--- config.mk ---
export PLATFORM = sky130hd
export DESIGN_NAME = hvac_sequencer
export DESIGN_NICKNAME = d
export VERILOG_FILES = /design/src/rtl/hvac_pkg.sv /design/src/rtl/hvac_temp_cmp.sv /design/src/rtl/hvac_sequencer.sv
export SDC_FILE = /design/constraint.sdc
export NUM_CORES = 1
export LEC_CHECK = 0
export CAP_MARGIN = 20
export CORE_ASPECT_RATIO = 1.25
export CORE_MARGIN = 1.5
export CORE_UTILIZATION = 50
export DETAILED_ROUTE_END_ITERATION = 8
export PLACE_DENSITY = 0.8
export SLEW_MARGIN = 5
export SYNTH_ARGS = -nofsm -noshare
export SYNTH_HDL_FRONTEND = slang
export SYNTH_HIERARCHICAL = 1
export SYNTH_SLANG_ARGS = --single-unit
--- constraint.sdc ---
create_clock -name clock -period 2.4 [get_ports clock]
set_input_delay 0.24 -clock clock [delete_from_list [all_inputs] [get_ports clock]]
set_output_delay 0.24 -clock clock [all_outputs]
set_load 0.01 [all_outputs]
--- src/rtl/hvac_pkg.sv ---
// Shared types and defaults for the HVAC sequencer: FSM state encoding, light modes, parameter defaults.
package hvac_pkg;

    typedef enum logic [2:0] {
        ST_IDLE    = 3'd0,
        ST_HEAT    = 3'd1,
        ST_COOL    = 3'd2,
        ST_LOCKOUT = 3'd3,
        ST_FAULT   = 3'd4
    } state_e;

    // Light modes packed as {LR, LG}.
    localparam logic [1:0] LIGHT_OFF   = 2'b00;
    localparam logic [1:0] LIGHT_RED   = 2'b10;
    localparam logic [1:0] LIGHT_GREEN = 2'b01;

    localparam int DEF_TEMP_W  = 12;
    localparam int DEF_HYST    = 20;
    localparam int DEF_MIN_ON  = 8;
    localparam int DEF_MIN_OFF = 4;
    localparam int DEF_CNT_W   = 8;
    localparam int DEF_MAX_RUN = 200;

endpackage

--- src/rtl/hvac_temp_cmp.sv ---
// Widened signed subtract-and-compare: start requests (with hysteresis) and run-complete flags.
module hvac_temp_cmp
    import hvac_pkg::*;
#(
    parameter int TEMP_W = DEF_TEMP_W,
    parameter int HYST   = DEF_HYST
) (
    input  logic signed [TEMP_W-1:0] target,
    input  logic signed [TEMP_W-1:0] ambient,
    output logic                     need_heat,
    output logic                     need_cool,
    output logic                     heat_done,
    output logic                     cool_done
);

    // One extra bit keeps target-ambient exact across the full signed range.
    typedef logic signed [TEMP_W:0] wide_t;
    localparam wide_t HYST_W = wide_t'(HYST);

    wide_t up;
    wide_t dn;

    always_comb begin
        up        = wide_t'(target) - wide_t'(ambient);
        dn        = wide_t'(ambient) - wide_t'(target);
        need_heat = (up >= HYST_W);
        need_cool = (dn >= HYST_W);
        heat_done = (ambient >= target);
        cool_done = (ambient <= target);
    end

endmodule

--- src/rtl/hvac_sequencer.sv ---
// HVAC plant sequencer: tick-driven heat/cool FSM with hysteresis, min-run and lockout, registered outputs.
// Optional watchdog FAULT state enabled by defining HVAC_WATCHDOG_EN.
module hvac_sequencer
    import hvac_pkg::*;
#(
    parameter int TEMP_W  = DEF_TEMP_W,
    parameter int HYST    = DEF_HYST,
    parameter int MIN_ON  = DEF_MIN_ON,
    parameter int MIN_OFF = DEF_MIN_OFF,
    parameter int CNT_W   = DEF_CNT_W,
    parameter int MAX_RUN = DEF_MAX_RUN
) (
    input  logic                     clock,
    input  logic                     rst,
    input  logic                     tick,
    input  logic                     enable,
    input  logic signed [TEMP_W-1:0] target,
    input  logic signed [TEMP_W-1:0] ambient,
    output logic                     heat_on,
    output logic                     cool_on,
    output logic                     LR,
    output logic                     LG,
    output logic [2:0]               state,
    output logic                     fault
);

    state_e           state_q, state_d;
    logic [CNT_W-1:0] run_q, run_d, run_inc;
    logic [CNT_W-1:0] lock_q, lock_d, lock_inc;
    logic             need_heat, need_cool, heat_done, cool_done;
    logic             run_done, lock_done;
    logic             heat_d, cool_d, fault_d;
    logic [1:0]       lights_d;

    hvac_temp_cmp #(
        .TEMP_W (TEMP_W),
        .HYST   (HYST)
    ) u_cmp (
        .target    (target),
        .ambient   (ambient),
        .need_heat (need_heat),
        .need_cool (need_cool),
        .heat_done (heat_done),
        .cool_done (cool_done)
    );

    assign run_inc   = (&run_q)  ? run_q  : run_q + 1'b1;
    assign lock_inc  = (&lock_q) ? lock_q : lock_q + 1'b1;
    assign run_done  = (int'(run_q) >= MIN_ON);
    // MIN_OFF=0 still costs one lockout tick.
    assign lock_done = (int'(lock_q) + 1 >= MIN_OFF);

    always_comb begin
        // NOTE: every combinational output gets a default first so no path can infer a latch.
        state_d = state_q;
        run_d   = run_q;
        lock_d  = lock_q;
        case (state_q)
            ST_IDLE: begin
                if (tick && enable) begin
                    if (need_heat) begin
                        state_d = ST_HEAT;
                        run_d   = '0;
                    end else if (need_cool) begin
                        state_d = ST_COOL;
                        run_d   = '0;
                    end
                end
            end
            ST_HEAT, ST_COOL: begin
                if (!enable) begin
                    state_d = ST_LOCKOUT;
                    lock_d  = '0;
                end else if (tick) begin
                    if (run_done && ((state_q == ST_HEAT) ? heat_done : cool_done)) begin
                        state_d = ST_LOCKOUT;
                        lock_d  = '0;
                    end
`ifdef HVAC_WATCHDOG_EN
                    else if (int'(run_inc) >= MAX_RUN) begin
                        state_d = ST_FAULT;
                        run_d   = run_inc;
                    end
`endif
                    else begin
                        run_d = run_inc;
                    end
                end
            end
            ST_LOCKOUT: begin
                if (tick) begin
                    lock_d = lock_inc;
                    if (lock_done) state_d = ST_IDLE;
                end
            end
            ST_FAULT: begin
`ifdef HVAC_WATCHDOG_EN
                if (!enable) begin
                    state_d = ST_LOCKOUT;
                    lock_d  = '0;
                end
`else
                state_d = ST_IDLE;
`endif
            end
            default: state_d = ST_IDLE;
        endcase

        heat_d = (state_d == ST_HEAT);
        cool_d = (state_d == ST_COOL);
`ifdef HVAC_WATCHDOG_EN
        fault_d = (state_d == ST_FAULT);
`else
        fault_d = 1'b0;
`endif
        if (heat_d || cool_d || fault_d)         lights_d = LIGHT_RED;
        else if (state_d == ST_IDLE && enable)   lights_d = LIGHT_GREEN;
        else                                     lights_d = LIGHT_OFF;
    end

    // Outputs are decoded from the next state so they change on the same edge as the FSM.
    always_ff @(posedge clock or negedge rst) begin
        if (!rst) begin
            // NOTE: sequential state uses non-blocking assignments so every flop samples pre-edge values.
            state_q <= ST_IDLE;
            run_q   <= '0;
            lock_q  <= '0;
            heat_on <= 1'b0;
            cool_on <= 1'b0;
            fault   <= 1'b0;
            LR      <= 1'b0;
            LG      <= 1'b0;
        end else begin
            state_q <= state_d;
            run_q   <= run_d;
            lock_q  <= lock_d;
            heat_on <= heat_d;
            cool_on <= cool_d;
            fault   <= fault_d;
            {LR, LG} <= lights_d;
        end
    end

    assign state = state_q;

endmodule
# After elaboration in Yosys (flattened, before gate mapping)
# Cells that the tools add are included.
# op_classes
n_addsub,5
mul,0
n_div,0
n_lt_le_gt_ge,6
n_eq_ne,15
n_shift,0
mux,26
bitwise,0
reduce_logical,13
# ops
operator,n
8-bit two-way mux,12
8-bit one-hot mux with 2 select lines,2
"13-bit by 6-bit greater-or-equal comparator with 1-bit output, second input constant",2
12-bit by 12-bit subtractor with 13-bit output,2
3-bit two-way mux,8
"8-bit by 1-bit adder with 8-bit output, second input constant",2
8-bit AND reduction,2
"2-bit inequality test, second input constant",7
12-bit greater-or-equal comparator,1
12-bit less-or-equal comparator,1
"8-bit by 1-bit adder with 9-bit output, second input constant",1
"3-bit by 2-bit equality test with 1-bit output, second input constant",3
"9-bit by 3-bit greater-or-equal comparator with 1-bit output, second input constant",1
"3-bit inequality test, second input constant",3
3-bit one-hot mux with 3 select lines,1
"8-bit by 4-bit greater-or-equal comparator with 1-bit output, second input constant",1
7-bit AND reduction,1
"3-bit by 1-bit equality test with 1-bit output, second input constant",2
3-bit zero test,2
5-bit AND reduction,1
2-bit nonzero test,2
1-bit logical AND,3
1-bit two-way mux,2
2-bit two-way mux,1
other kinds (2),2
# word_totals
register_bits,23
latchBits,0
mem_bits_rw,0
mem_bits_ro,0
input_bits,28
output_inout_bits,8
word_cells,72
memories,0

# Longest topological paths before layout
# logic_depth
depth_word,11
mapped_depth,15
ltp_nobuf,14

# Cells and area by module
# The synthesis kept the hierarchy.
# modules_own_cells
module,n_inst,cells_each,area_each_um2,seq_area_each_um2
hvac_sequencer,1,150,1351.3,575.6
hvac_temp_cmp,1,180,1238.7,0.0

# Least setup slack after synthesis
# OpenSTA, ideal clock, no wires.
# synth_path
kind,input-to-reg
from,input target[0]
to,register run_q[3]
setup_ns,0.077
arrival_ns,3.375
required_time_ns,2.323
slack_ns,-1.052
cell_stages,15
path_buffers,1
path_cell_list,inv_1 > ha_1 > fa_1 > and2b_4 > o2111ai_1 > and3_1 > or4_1 > a2111oi_2 > a31oi_1 > nor4_1 > a2111oi_4 > o211ai_2 > buf_2 > o21ai_0 > a21oi_1
# synth_between
elab_chain_len,5
word_cells_on_any_way,14
classes_between,add/sub (2); order compare (4); eq/ne (2); mux (4); reduce/logical (2)
# synth_lines
element,line_no,rtl
from (decl),hvac_sequencer.sv:17,"input logic signed [TEMP_W-1:0] target,"
12-bit by 12-bit subtractor with 13-bit output *,hvac_temp_cmp.sv:24,up = wide_t'(target) - wide_t'(ambient);
13-bit by 6-bit greater-or-equal comparator with 1-bit output *,hvac_temp_cmp.sv:26,need_heat = (up >= HYST_W);
via need_heat,hvac_sequencer.sv:30,"logic need_heat, need_cool, heat_done, cool_done;"
8-bit two-way mux,hvac_sequencer.sv:61,if (need_heat) begin
8-bit two-way mux,hvac_sequencer.sv:60,if (tick && enable) begin
8-bit one-hot mux with 2 select lines,hvac_sequencer.sv:58,case (state_q)
to (signal assigned),hvac_sequencer.sv:135,run_q <= run_d;
to (decl),hvac_sequencer.sv:28,"logic [CNT_W-1:0] run_q, run_d, run_inc;"
# The timed path passes the listed nets; every way through them passes the cells marked *. The select of a mux whose other input is x is not followed.
# A chain may end at the register's enable or synchronous reset.

# Worst setup path in the final report
# layout_path
from,input target[0]
to,register run_q[4]
# Same word-level chain as after synthesis.

==> run metrics <==
Synth Area in Adders 0.143; cell mode on critical path buf_6; PD cells 442 nW/µm²; Final Hold Slack 0.321 ns; Post-Synth Simple-Gate Area 0.231; final setup margin -0.765 ns; cts bufs inserted 3; initial antenna violation count 0; Post-Synth XOR/XNOR Area 0.0372; Root Driver clkbuf_8; DRC errors left 0; Final period util 1.32; IO Pins 36; Reg clk slew, reported paths 0.08 ns; worst endpoint required time 2.60 ns; final instance area 4280 µm²; CTS tree yes; Yosys warnings 6; Worst Setup EP run_q[4]; pin count of the biggest net entering global routing 24; vias in the first global route 3063; Compound-Gate Fraction of Synth Area 0.278; Min-Delay Path Class input pin to asynchronous set/reset pin; 1st-iter DRT viols 410; Yosys reg bits 23; Post-synth EDFFs 0; Critical Path End Type flop; grt ovf 0; Final Hold Viols 0; crit path from target[0]; WS Path Type input pin to flop; CP max stage delay 0.35 ns; area post-placement 3640 µm²; nature of the critical path startpoint input pin; CP max FO 4; M3 GR Usage 0.0270; n_diodes 0; Hold-fix buffers, CTS 0; die area 5620 µm²; layout cells sized above 1 0.455; Die Y 83.5 µm; min Tclk post-route 3.17 ns; critical register-to-register path endpoint run_q[4]; Overall Power 1.89 mW; failing checks negative setup slack; Setup violations, final 22; Routed wire per std cell 18.1 µm; most frequent cells in the layout 71 x buf_4, 27 x buf_6, 24 x inv_1, 24 x nand2_1, 23 x dfrtp_1; largest area contributor in the netlist dfrtp_1; clk sink count 23; met1 Track Usage GR 0.338; largest family of logic cells by synthesized area compound AO/OA/AOI/OAI gates; Yosys top cell area share 0.222; Setup TNS -9.70 ns; total track usage 0.306; Post-Syn Instances 330; cell family with most CP delay compound AO/OA/AOI/OAI gates; Starting Density 0.514; Post-DP HPWL 5320 µm; R2R setup slack 0.17 ns; # rows 29; outcome complete, but fails checks; prevailing post-synth register cell dfrtp_1; first-pass GRT wire length 13800 µm; mux cell area share after synthesis 0.00773; CTS H-tree depth 1; gr busiest metal met2; synthesized area per cell 7.85 µm²; asr flop ratio synth 1.00; Synth cell types 63; Leak Pwr 1.88 nW; GRT met2 Usage 0.560; fmax 316 MHz; r2r startpoint state[2]; clock buffer depth 2; max_cap viols 0; nets@finish 504; critical-path cell list buf_12, inv_12, ha_4, fa_2, and2b_4, o2111ai_4, a211o_1, a21oi_2, a211oi_4, a31oi_4, nor4_4, a2111oi_4, o211ai_2, buf_6, buf_6, or3_1, a21oi_1; area grow syn2layout 65.1%; Via density 6.21; Levels on crit path 17; Clock Skews 0.00321 ns; RSZ-0062 raised after global routing true; Final ANT Viol Nets 0; DR vias 3153; Detailed Route WL 9210 µm; Worst EP arrival 3.37 ns; Slew Viols, Final 0; register area share after synthesis 0.222; R2R depth 7; Synth area leaders dfrtp_1 22%, ha_1 14%, a21oi_1 5.6%; Max VDD drop 0.000236 V; # port buffers 34; core area 5040 µm²; Buf+Inv Stages, Crit Path 4; Setup Slack @ Placement -1.47 ns; Critical-path top delay cell fa_2; clock latency on the worst-skew pair 0.27 ns; Mapped Area 2590 µm²; routability-driven placement congestion ratio 0.875; most common cell after layout, fill and taps aside buf_4; die width 67.4 µm; DR pass1 iterations 5
==> worst min-delay path by stage <==
stage / start / end / slack (ns) / cells after the start
4_1_cts: rst / lock_q[3] / 0.33 / 2
6_report: rst / lock_q[1] / 0.32 / 2
3_3_place_gp: lock_q[7] / lock_q[7] / 0.53 / 1
3_5_place_dp: lock_q[7] / lock_q[7] / 0.54 / 1
5_1_grt: rst / lock_q[3] / 0.36 / 2
2_1_floorplan: rst / LG / -0.06 / 0
==> report_power, final <==
group	switching, mW	internal [mW]	leakage [nW]	total [mW]
clock network	0.131	0.116	0.0255	0.247
logic	0.569	0.565	1.54	1.13
registers	0.0634	0.447	0.313	0.510
total	0.763	1.13	1.88	1.89
==> registers in the layout, indices dropped and copies added, names as in the netlist <==
signal / flops
lock_q: 8
run_q: 8
state: 3
LG: 1
LR: 1
cool_on: 1
heat_on: 1
==> cell families after synthesis <==
logic type | Yosys count
DFF | 23
muxes | 2
xor gates and xnor gates | 11
adders and majority gates | 29
AOI/OAI and AO/OA | 104
other | 1
and+or+nand+nor | 110
buffers and inverters | 50
==> cells in the mapped netlist (5+ instances only) <==
cell and instances:
a21o_1 6, a21oi_1 29, a31oi_1 12, and3_1 5
buf_2 5, clkbuf_1 6, dfrtp_1 23, ha_1 28
inv_1 36, nand2_1 25, nand3_1 14, nand4_1 6
nor2_1 14, nor3_1 5, o21ai_0 24, o31ai_1 5
or3_1 8, or4_1 5, xnor2_1 7
==> final cells by class <==
type | instances | area, µm²
Clock inverter | 1 | 5.00
Multi-Input combinational cell | 258 | 2330
Clock buffer | 3 | 41.3
Fill cell | 259 | 767
Inverter | 36 | 150
Tap cell | 62 | 77.6
Timing Repair Buffer | 125 | 1090
Sequential cell | 23 | 576
==> per-layer routing <==
metal  part of all wire  up-vias  routed length (µm)
met4              0.047        0                 436
met3              0.053       49                 492
met2               0.53      175                4860
met1               0.37     1504                3420
met5                  0        -                   0
li1                   -     1425                   -
==> per-stage QoR <==
step,std cells,utilization
2_1_floorplan,331,-
3_3_place_gp,484,0.721
3_5_place_dp,484,0.721
4_1_cts,505,0.819
5_1_grt,508,0.848
6_report,508,0.848
==> timing repair <==
item	CTS	global route
gates resized for setup	171	25
pin swaps	51	26
setup buffers	19	4
endpoints found under the setup margin	22	22
No activity file was read; power rests on OpenSTA's default activity.
